File: config.mk
export PLATFORM = sky130hd
export DESIGN_NAME = uart_cmd_decoder
export DESIGN_NICKNAME = d
export VERILOG_FILES = /design/src/rtl/uart_cmd_decoder.sv
export SDC_FILE = /design/constraint.sdc
export NUM_CORES = 1
export LEC_CHECK = 0
export BUFFER_PORTS_ARGS = -buffer_cell sky130_fd_sc_hd__buf_2
export CAP_MARGIN = 10
export CORE_MARGIN = 2
export CORE_UTILIZATION = 45
export DETAILED_ROUTE_END_ITERATION = 16
export GPL_TIMING_DRIVEN = 1
export PLACE_DENSITY = 0.72
export REMOVE_ABC_BUFFERS = 1
export SETUP_SLACK_MARGIN = 0.3
export SYNTH_ARGS = -nofsm -noshare
export SYNTH_HDL_FRONTEND = slang
export SYNTH_SLANG_ARGS = --single-unit
File: constraint.sdc
create_clock -name clk -period 7.57 [get_ports clk]
set_clock_uncertainty 0.2 [all_clocks]
set_input_delay 1.514 -clock clk [delete_from_list [all_inputs] [get_ports clk]]
set_output_delay 1.514 -clock clk [all_outputs]
set_load 0.02 [all_outputs]
File: src/rtl/uart_cmd_decoder.sv
// ASCII command decoder: UART bytes -> stretched button pulses and latched mode levels.
// Define CMD_ECHO_EN to echo accepted bytes (unknown bytes as '?') to uart_tx.
module uart_cmd_decoder #(
   parameter int unsigned PULSE_CYCLES = 4,
   parameter int unsigned PCNT_W       = 3
) (
   input  logic       clk,
   input  logic       rst,
   input  logic [7:0] rx_data,
   input  logic       rx_valid,
   output logic       btnL,
   output logic       btnR,
   output logic       btnU,
   output logic       btnD,
   output logic       fmt_mode,
   output logic       stpw_mode,
   output logic       calib_mode,
   output logic       cmd_err,
   output logic [7:0] tx_data,
   output logic       tx_start,
   input  logic       tx_busy
);

   localparam logic [7:0] ChL = 8'h4C;
   localparam logic [7:0] ChR = 8'h52;
   localparam logic [7:0] ChU = 8'h55;
   localparam logic [7:0] ChD = 8'h44;
   localparam logic [7:0] ChF = 8'h46;
   localparam logic [7:0] ChM = 8'h4D;
   localparam logic [7:0] ChC = 8'h43;
   localparam logic [7:0] ChX = 8'h58;
   localparam logic [7:0] ChCr = 8'h0D;
   localparam logic [7:0] ChLf = 8'h0A;
   localparam logic [7:0] ChSp = 8'h20;

   typedef enum logic [1:0] {BtnL, BtnR, BtnU, BtnD} btn_e;

   logic [7:0]        ch;
   logic              is_btn, is_f, is_m, is_c, is_x, is_unk;
   btn_e              btn_new;
   btn_e              btn_q, btn_d;
   logic [PCNT_W-1:0] pcnt_q, pcnt_d;
   logic              fmt_q, fmt_d, stpw_q, stpw_d, calib_q, calib_d, err_q, err_d;
   logic              pulse_on;

   // Fold lowercase letters onto uppercase; other bytes pass through unchanged.
   always_comb begin
      ch = rx_data;
      if (rx_data >= 8'h61 && rx_data <= 8'h7A) ch = rx_data - 8'h20;
   end

   always_comb begin
      is_btn  = 1'b0;
      is_f    = 1'b0;
      is_m    = 1'b0;
      is_c    = 1'b0;
      is_x    = 1'b0;
      is_unk  = 1'b0;
      btn_new = BtnL;
      case (ch)
         ChL: begin is_btn = 1'b1; btn_new = BtnL; end
         ChR: begin is_btn = 1'b1; btn_new = BtnR; end
         ChU: begin is_btn = 1'b1; btn_new = BtnU; end
         ChD: begin is_btn = 1'b1; btn_new = BtnD; end
         ChF: is_f = 1'b1;
         ChM: is_m = 1'b1;
         ChC: is_c = 1'b1;
         ChX: is_x = 1'b1;
         ChCr, ChLf, ChSp: ;
         default: is_unk = 1'b1;
      endcase
   end

   always_comb begin
      btn_d   = btn_q;
      pcnt_d  = pcnt_q;
      fmt_d   = fmt_q;
      stpw_d  = stpw_q;
      calib_d = calib_q;
      err_d   = 1'b0;
      if (pcnt_q != '0) pcnt_d = pcnt_q - PCNT_W'(1);
      if (rx_valid) begin
         // A new button restarts the pulse with a full count rather than queueing.
         if (is_btn) begin
            btn_d  = btn_new;
            pcnt_d = PCNT_W'(PULSE_CYCLES);
         end
         if (is_f) fmt_d = ~fmt_q;
         if (is_m) begin
            stpw_d  = ~stpw_q;
            calib_d = 1'b0;
         end
         if (is_c && !stpw_q) calib_d = ~calib_q;
         if (is_x) begin
            fmt_d   = 1'b0;
            stpw_d  = 1'b0;
            calib_d = 1'b0;
            pcnt_d  = '0;
         end
         if (is_unk) err_d = 1'b1;
      end
   end

   always_ff @(posedge clk) begin
      if (rst) begin
         btn_q   <= BtnL;
         pcnt_q  <= '0;
         fmt_q   <= 1'b0;
         stpw_q  <= 1'b0;
         calib_q <= 1'b0;
         err_q   <= 1'b0;
      end else begin
         btn_q   <= btn_d;
         pcnt_q  <= pcnt_d;
         fmt_q   <= fmt_d;
         stpw_q  <= stpw_d;
         calib_q <= calib_d;
         err_q   <= err_d;
      end
   end

   assign pulse_on   = (pcnt_q != '0);
   assign btnL       = pulse_on && (btn_q == BtnL);
   assign btnR       = pulse_on && (btn_q == BtnR);
   assign btnU       = pulse_on && (btn_q == BtnU);
   assign btnD       = pulse_on && (btn_q == BtnD);
   assign fmt_mode   = fmt_q;
   assign stpw_mode  = stpw_q;
   assign calib_mode = calib_q;
   assign cmd_err    = err_q;

`ifdef CMD_ECHO_EN
   typedef enum logic [0:0] {StIdle, StHold} echo_st_e;

   echo_st_e   st_q, st_d;
   logic [7:0] hold_q, hold_d, txd_q, txd_d;
   logic       txs_q, txs_d;
   logic       is_ign, echo_req;
   logic [7:0] echo_byte;

   assign is_ign    = (rx_data == ChCr) || (rx_data == ChLf) || (rx_data == ChSp);
   assign echo_req  = rx_valid && !is_ign;
   assign echo_byte = is_unk ? 8'h3F : rx_data;

   always_comb begin
      st_d   = st_q;
      hold_d = hold_q;
      txd_d  = txd_q;
      txs_d  = 1'b0;
      unique case (st_q)
         StIdle: begin
            if (echo_req) begin
               if (!tx_busy) begin
                  txs_d = 1'b1;
                  txd_d = echo_byte;
               end else begin
                  hold_d = echo_byte;
                  st_d   = StHold;
               end
            end
         end
         StHold: begin
            // Latest echo wins, even one arriving on the cycle the buffer drains.
            if (!tx_busy) begin
               txs_d = 1'b1;
               txd_d = echo_req ? echo_byte : hold_q;
               st_d  = StIdle;
            end else if (echo_req) begin
               hold_d = echo_byte;
            end
         end
      endcase
   end

   always_ff @(posedge clk) begin
      if (rst) begin
         st_q   <= StIdle;
         hold_q <= 8'h00;
         txd_q  <= 8'h00;
         txs_q  <= 1'b0;
      end else begin
         st_q   <= st_d;
         hold_q <= hold_d;
         txd_q  <= txd_d;
         txs_q  <= txs_d;
      end
   end

   assign tx_start = txs_q;
   assign tx_data  = txd_q;
`else
   logic unused_tx_busy;
   assign unused_tx_busy = tx_busy;
   assign tx_start       = 1'b0;
   assign tx_data        = 8'h00;
`endif

endmodule
Word level (Yosys, flattened, before mapping)
Cells that the tools add are included.
Storage, ports and cells
  register bits after elaboration: 9
  bits in latches: 0
  RAM bits: 0
  memory bits (read-only): 0
  input bits: 12
  output and inout bits: 17
  word-level logic and storage cells: 66
  memories: 0
Operators by class
  $add $sub $neg: 2
  multipliers: 0
  divide/modulo/power cells: 0
  order comparisons: 2
  equal/unequal tests: 14
  shifts and indexed selects: 0
  muxes and demuxes: 19
  bitwise operators: 4
  reductions and logical operators: 19
Operators by type and width (count)
  equality test 8 x 7 -> 1 bit (second input constant): 8
  equality test 8 x 4 -> 1 bit (second input constant): 2
  2-to-1 mux 1 bit: 13
  2-to-1 mux 3 bit: 4
  OR reduction 11 bit: 1
  equality test 8 x 6 -> 1 bit (second input constant): 1
  greater-or-equal comparator 8 x 7 -> 1 bit (second input constant): 1
  <= comparator 8 x 7 -> 1 bit (second input constant): 1
  2-to-1 mux 8 bit: 1
  AND reduction 2 bit: 4
  subtractor 8 x 6 -> 8 bit (second input constant): 1
  logical AND 1 bit: 6
  case mux 2 bit (3 select lines): 1
  nonzero test 3 bit: 2
  equality test 2 bit (second input constant): 2
  inverter 1 bit: 4
  nonzero test 2 bit: 2
  OR reduction 4 bit: 1
  subtractor 3 x 1 -> 3 bit (second input constant): 1
  equality test 2 x 1 -> 1 bit (second input constant): 1
  zero test 2 bit: 1
  OR reduction 2 bit: 1
  zero test 1 bit: 1

Longest topological paths before layout
  word-level depth: 9
  gate-level depth with buffers: 9
  mapped depth without buffers: 7

Least setup slack after synthesis
No wires, ideal clock.
  path kind: input to register
  from: input rx_data[5]
  to: register btn_q[0]
  setup time: 0.070 ns
  arrival time: 3.483 ns
  required time: 7.300 ns
  setup slack: 3.817 ns
  stages: 9
  buffers on the path: 2
  path through: clkbuf_1 > inv_1 > ha_1 > or3_1 > a2bb2oi_2 > nand4b_2 > buf_6 > or4_1 > a21oi_1
On the way
  word-level cells in the longest chain between the ends: 7
  elaborated cells on any way between the ends: 13
  classes of those cells: add/sub (1); order compare (2); eq/ne (4); mux (3); reduce/logical (3)
Ends and longest elaborated chain
  start: declaration: RTL line 9  | input logic [7:0] rx_data,
  greater-or-equal comparator 8 x 7 -> 1 bit / <= comparator 8 x 7 -> 1 bit (equally long branches): RTL line 49  | if (rx_data >= 8'h61 && rx_data <= 8'h7A) ch = rx_data - 8'h20;
  logical AND 1 bit: RTL line 49
  2-to-1 mux 8 bit *: RTL line 49
  equality test 8 x 7 -> 1 bit: RTL line 60  | case (ch)
  OR reduction 4 bit (no line)
  2-to-1 mux 1 bit: RTL line 60
  AND reduction 2 bit (no line)
  end signal: assignment: RTL line 106  | btn_q <= BtnL;
  end signal: assignment: RTL line 113  | btn_q <= btn_d;
  end: declaration: RTL line 41  | btn_e btn_q, btn_d;
Mark *: on every way between the ends. The rest lies on a longest branch, timed or not.
A chain may end at the register's enable or synchronous reset.

Worst setup path in the final report
  from: input rx_data[5]
  to: register stpw_q, in the netlist stpw_mode
On the way
  word-level cells in the longest chain between the ends: 7
  elaborated cells on any way between the ends: 12
  classes of those cells: add/sub (1); order compare (2); eq/ne (2); mux (4); reduce/logical (3)
Ends and longest elaborated chain
  greater-or-equal comparator 8 x 7 -> 1 bit / <= comparator 8 x 7 -> 1 bit (equally long branches): RTL line 49
  logical AND 1 bit: RTL line 49
  2-to-1 mux 8 bit *: RTL line 49
  equality test 8 x 7 -> 1 bit: RTL line 60
  2-to-1 mux 1 bit: RTL line 60
  nonzero test 2 bit (no line)
  AND reduction 2 bit (no line)
  end signal: assignment: RTL line 116  | stpw_q <= stpw_d;
  end: declaration: RTL line 43  | logic fmt_q, fmt_d, stpw_q, stpw_d, calib_q, calib_d, err_q, err_d;
Marked as above.

==> flow_summary_export.csv <==
group,metric,value,unit
layout,nets,156,
critical_path,cp-startpoint,"rx_data[5]",
critical_path,r2r_end,"calib_mode",
timing,finalSetupViolations,0,
critical_path,critPathKind,"in2reg",
run_status,outcome,"complete, no violations",
route,drt_first_pass_iters,4,
logic_synthesis,synth_top_area_share,19.3,%
timing,finalCriticalPeriod,3590,ps
critical_path,r2r-start,"stpw_mode",
clock_network,clock_path_buffers,2,
logic_synthesis,synth_seq_cells,9,
critical_path,reg2reg_slack,6020,ps
layout,num-fill-cells,203,
critical_path,endpoint,"stpw_mode",
route,drt-wirelength-per-cell,11.7,um
die,start_util,47.7,%
timing,maxSlewViolCount,0,
layout,syn_to_final_growth,6.68,%
critical_path,worst_setup_path_start_kind,"primary input",
critical_path,reg2regPathDepth,3,
route,drt_iter0_markers,10,
global_route,grt-ovfl-total,0,
timing,timing.fmax,278,MHz
route,avgViaCountPerCell,5.63,
critical_path,endpoint_kind,"flop",
logic_synthesis,syn_area,936,um^2
clock_network,cts-hold-fix-buffers,0,
route,drc,0,
global_route,grt_pass1_wl,3460,um
timing,finalSetupTns,0,ps
logic_synthesis,ys_warn_count,0,
logic_synthesis,synth_ff_type,"dfxtp_1",
hold_path,hold_path_class,"reg2reg",
layout,postLayoutCoreUtil,50.9,%
layout,antenna_cells,0,
die,die_h,49.6,um
clock_network,numCtsBuffers,3,
timing,grt_setup_unrepaired,"false",
clock_network,cts_tree,"yes",
placement,dpl_cell_area,972,um^2
pwr,p_leak,0.000442,uW
global_route,first_global_vias,811,
logic_synthesis,synth_area_leaders,"dfxtp_1 19%, buf_4 7.2%, a21oi_1 5.9%",
pwr,ir_drop,78.4,uV
job,maxCapViolations,0,
logic_synthesis,yosys.cell_types.count,49,
clock_network,clkTransAtPathRegs,60,ps
logic_synthesis,synth_edf_count,0,
route,dr_total_vias,940,
timing,hold_slack,297,ps
timing,fin_crit_sh,47.5,%
global_route,antenna_found_initial,0,
layout,multiInputGateArea,638,um^2
timing,hold_viol,0,
clock_network,cts_sinks,9,
clock_network,cts_setup_buffers,0,
critical_path,worstPathArrival,3590,ps
critical_path,slowest_delay,560,ps
die,io_pins,29,
clock_network,cts_htree_levels,1,
logic_synthesis,async_flop_share,0,%
logic_synthesis,synth.largest_area_cell,"dfxtp_1",
layout,drive_above_1_share,21.4,%
global_route,grt_max_degree,20,
critical_path,path_cells,"buf_2 -> inv_1 -> ha_1 -> or3_1 -> a2bb2oi_2 -> nand4b_2 -> or4_1 -> a21oi_1",
logic_synthesis,synth_area_per_cell,7.31,um^2
pwr,total_power,181,uW
critical_path,cp.required,7560,ps
die,coreArea,1960,um^2
die,num_rows,16,
clock_network,cts_resized,0,
route,final_antenna_net_count,0,
global_route,grt_util_all_layers,17.8,%
die,die_x,49.6,um
logic_synthesis,ys_seq_area_share,19.3,%
critical_path,cpMaxStageDelayCell,"or4_1",
placement,place.gp.congestion,0.836,
clock_network,clock-root-buffer,"clkbuf_4",
layout,final_area,998,um^2
route,routed_wl,1960,um
critical_path,crit_fanout,11,
pwr,power.density,182,nW/um^2
die,dieArea,2460,um^2
logic_synthesis,syn_inst,128,
layout,register_area,180,um^2
placement,portBuffers,18,
placement,dp_hpwl,1490,um
clock_network,insertion_delay,270,ps
synth_stat cells, drive strengths merged (3+ instances only):
master,number
buf,12
nor4,3
o21ai,6
or4,4
nor3,3
inv,8
clkbuf,6
dfxtp,9
nand3,4
ha,3
nor2,10
nand2,11
a21oi,12
worst min path at each step:
| stage | slack (ps) | end | from | cells past startpoint |
|---|---|---|---|---|
| after detailed placement | 280 | calib_mode | calib_mode | 2 |
| after CTS | 290 | calib_mode | calib_mode | 2 |
| after floorplan | 270 | btn_q[0] | btn_q[0] | 2 |
| final | 300 | calib_mode | calib_mode | 2 |
| after global routing | 320 | calib_mode | calib_mode | 2 |
| after global placement | 270 | calib_mode | calib_mode | 2 |
worst max-delay path: cells and delay by family:
family | cells | cell delay, ps
and+or+nand+nor | 3 | 1200
AOI/OAI and AO/OA | 2 | 320
adders and majority gates | 1 | 310
buffers and inverters | 2 | 240
sequential cells by signal, indices dropped and copies added, names as in the netlist:
name and flops:
pcnt_q 3, stpw_mode 1, calib_mode 1, fmt_mode 1
btn_q 2, cmd_err 1
area by class of cell:
type | count | area share (%)
multi-input cells | 101 | 63.9
flip-flops and latches | 9 | 18.0
repair buffers | 18 | 9.02
well taps | 27 | 3.38
inverters | 8 | 3.01
clock buffers | 4 | 2.63
stage by stage:
stage / cells / setup slack, ps
floorplan: 118 / 4080
global placement: 163 / 3740
detailed placement: 163 / 3700
CTS: 167 / 3980
global route: 167 / 3800
finish: 167 / 3980
layer usage:
metal / track usage, % / vias to the layer above / wire [um]
li1: - / 480 / -
met1: 22.7 / 425 / 911
met2: 29.3 / 30 / 917
met3: 1.82 / 5 / 77
met4: 9.72 / 0 / 49
met5: 0 / - / 0
report_power, final:
part           total, uW  switching, uW  internal, uW
clock               38.1           17.7          20.4
sequential          58.6           3.86          54.8
combinational       84.7           51.1          33.6
total                181           72.6           109
logic make-up after synthesis:
logic type	count (synthesis)	synth area share [%]
AO/OA/AOI/OAI	36	27.5
buffers and inverters	26	15.8
AND/OR/NAND/NOR	51	31.0
other	1	0.401
adder cells (fa/ha/maj)	3	4.01
flip-flops	9	19.3
multiplexers	1	1.07
XOR/XNOR	1	0.936
placed cells by master, fill, tap and decap left out, types with 2 or more instances in the layout:
cell type,instances
a21oi_1,11
o31ai_1,2
nor2b_1,2
clkbuf_4,3
buf_2,18
or3_1,2
inv_1,8
ha_1,3
conb_1,9
dfxtp_1,9
nor3_1,2
or4_1,3
o211a_1,2
nor4_1,3
and3_1,2
nor2_1,10
nand2_1,11
nand3_1,4
nand2b_1,2
o21ai_0,6
No activity file was read; power rests on OpenSTA's default activity.
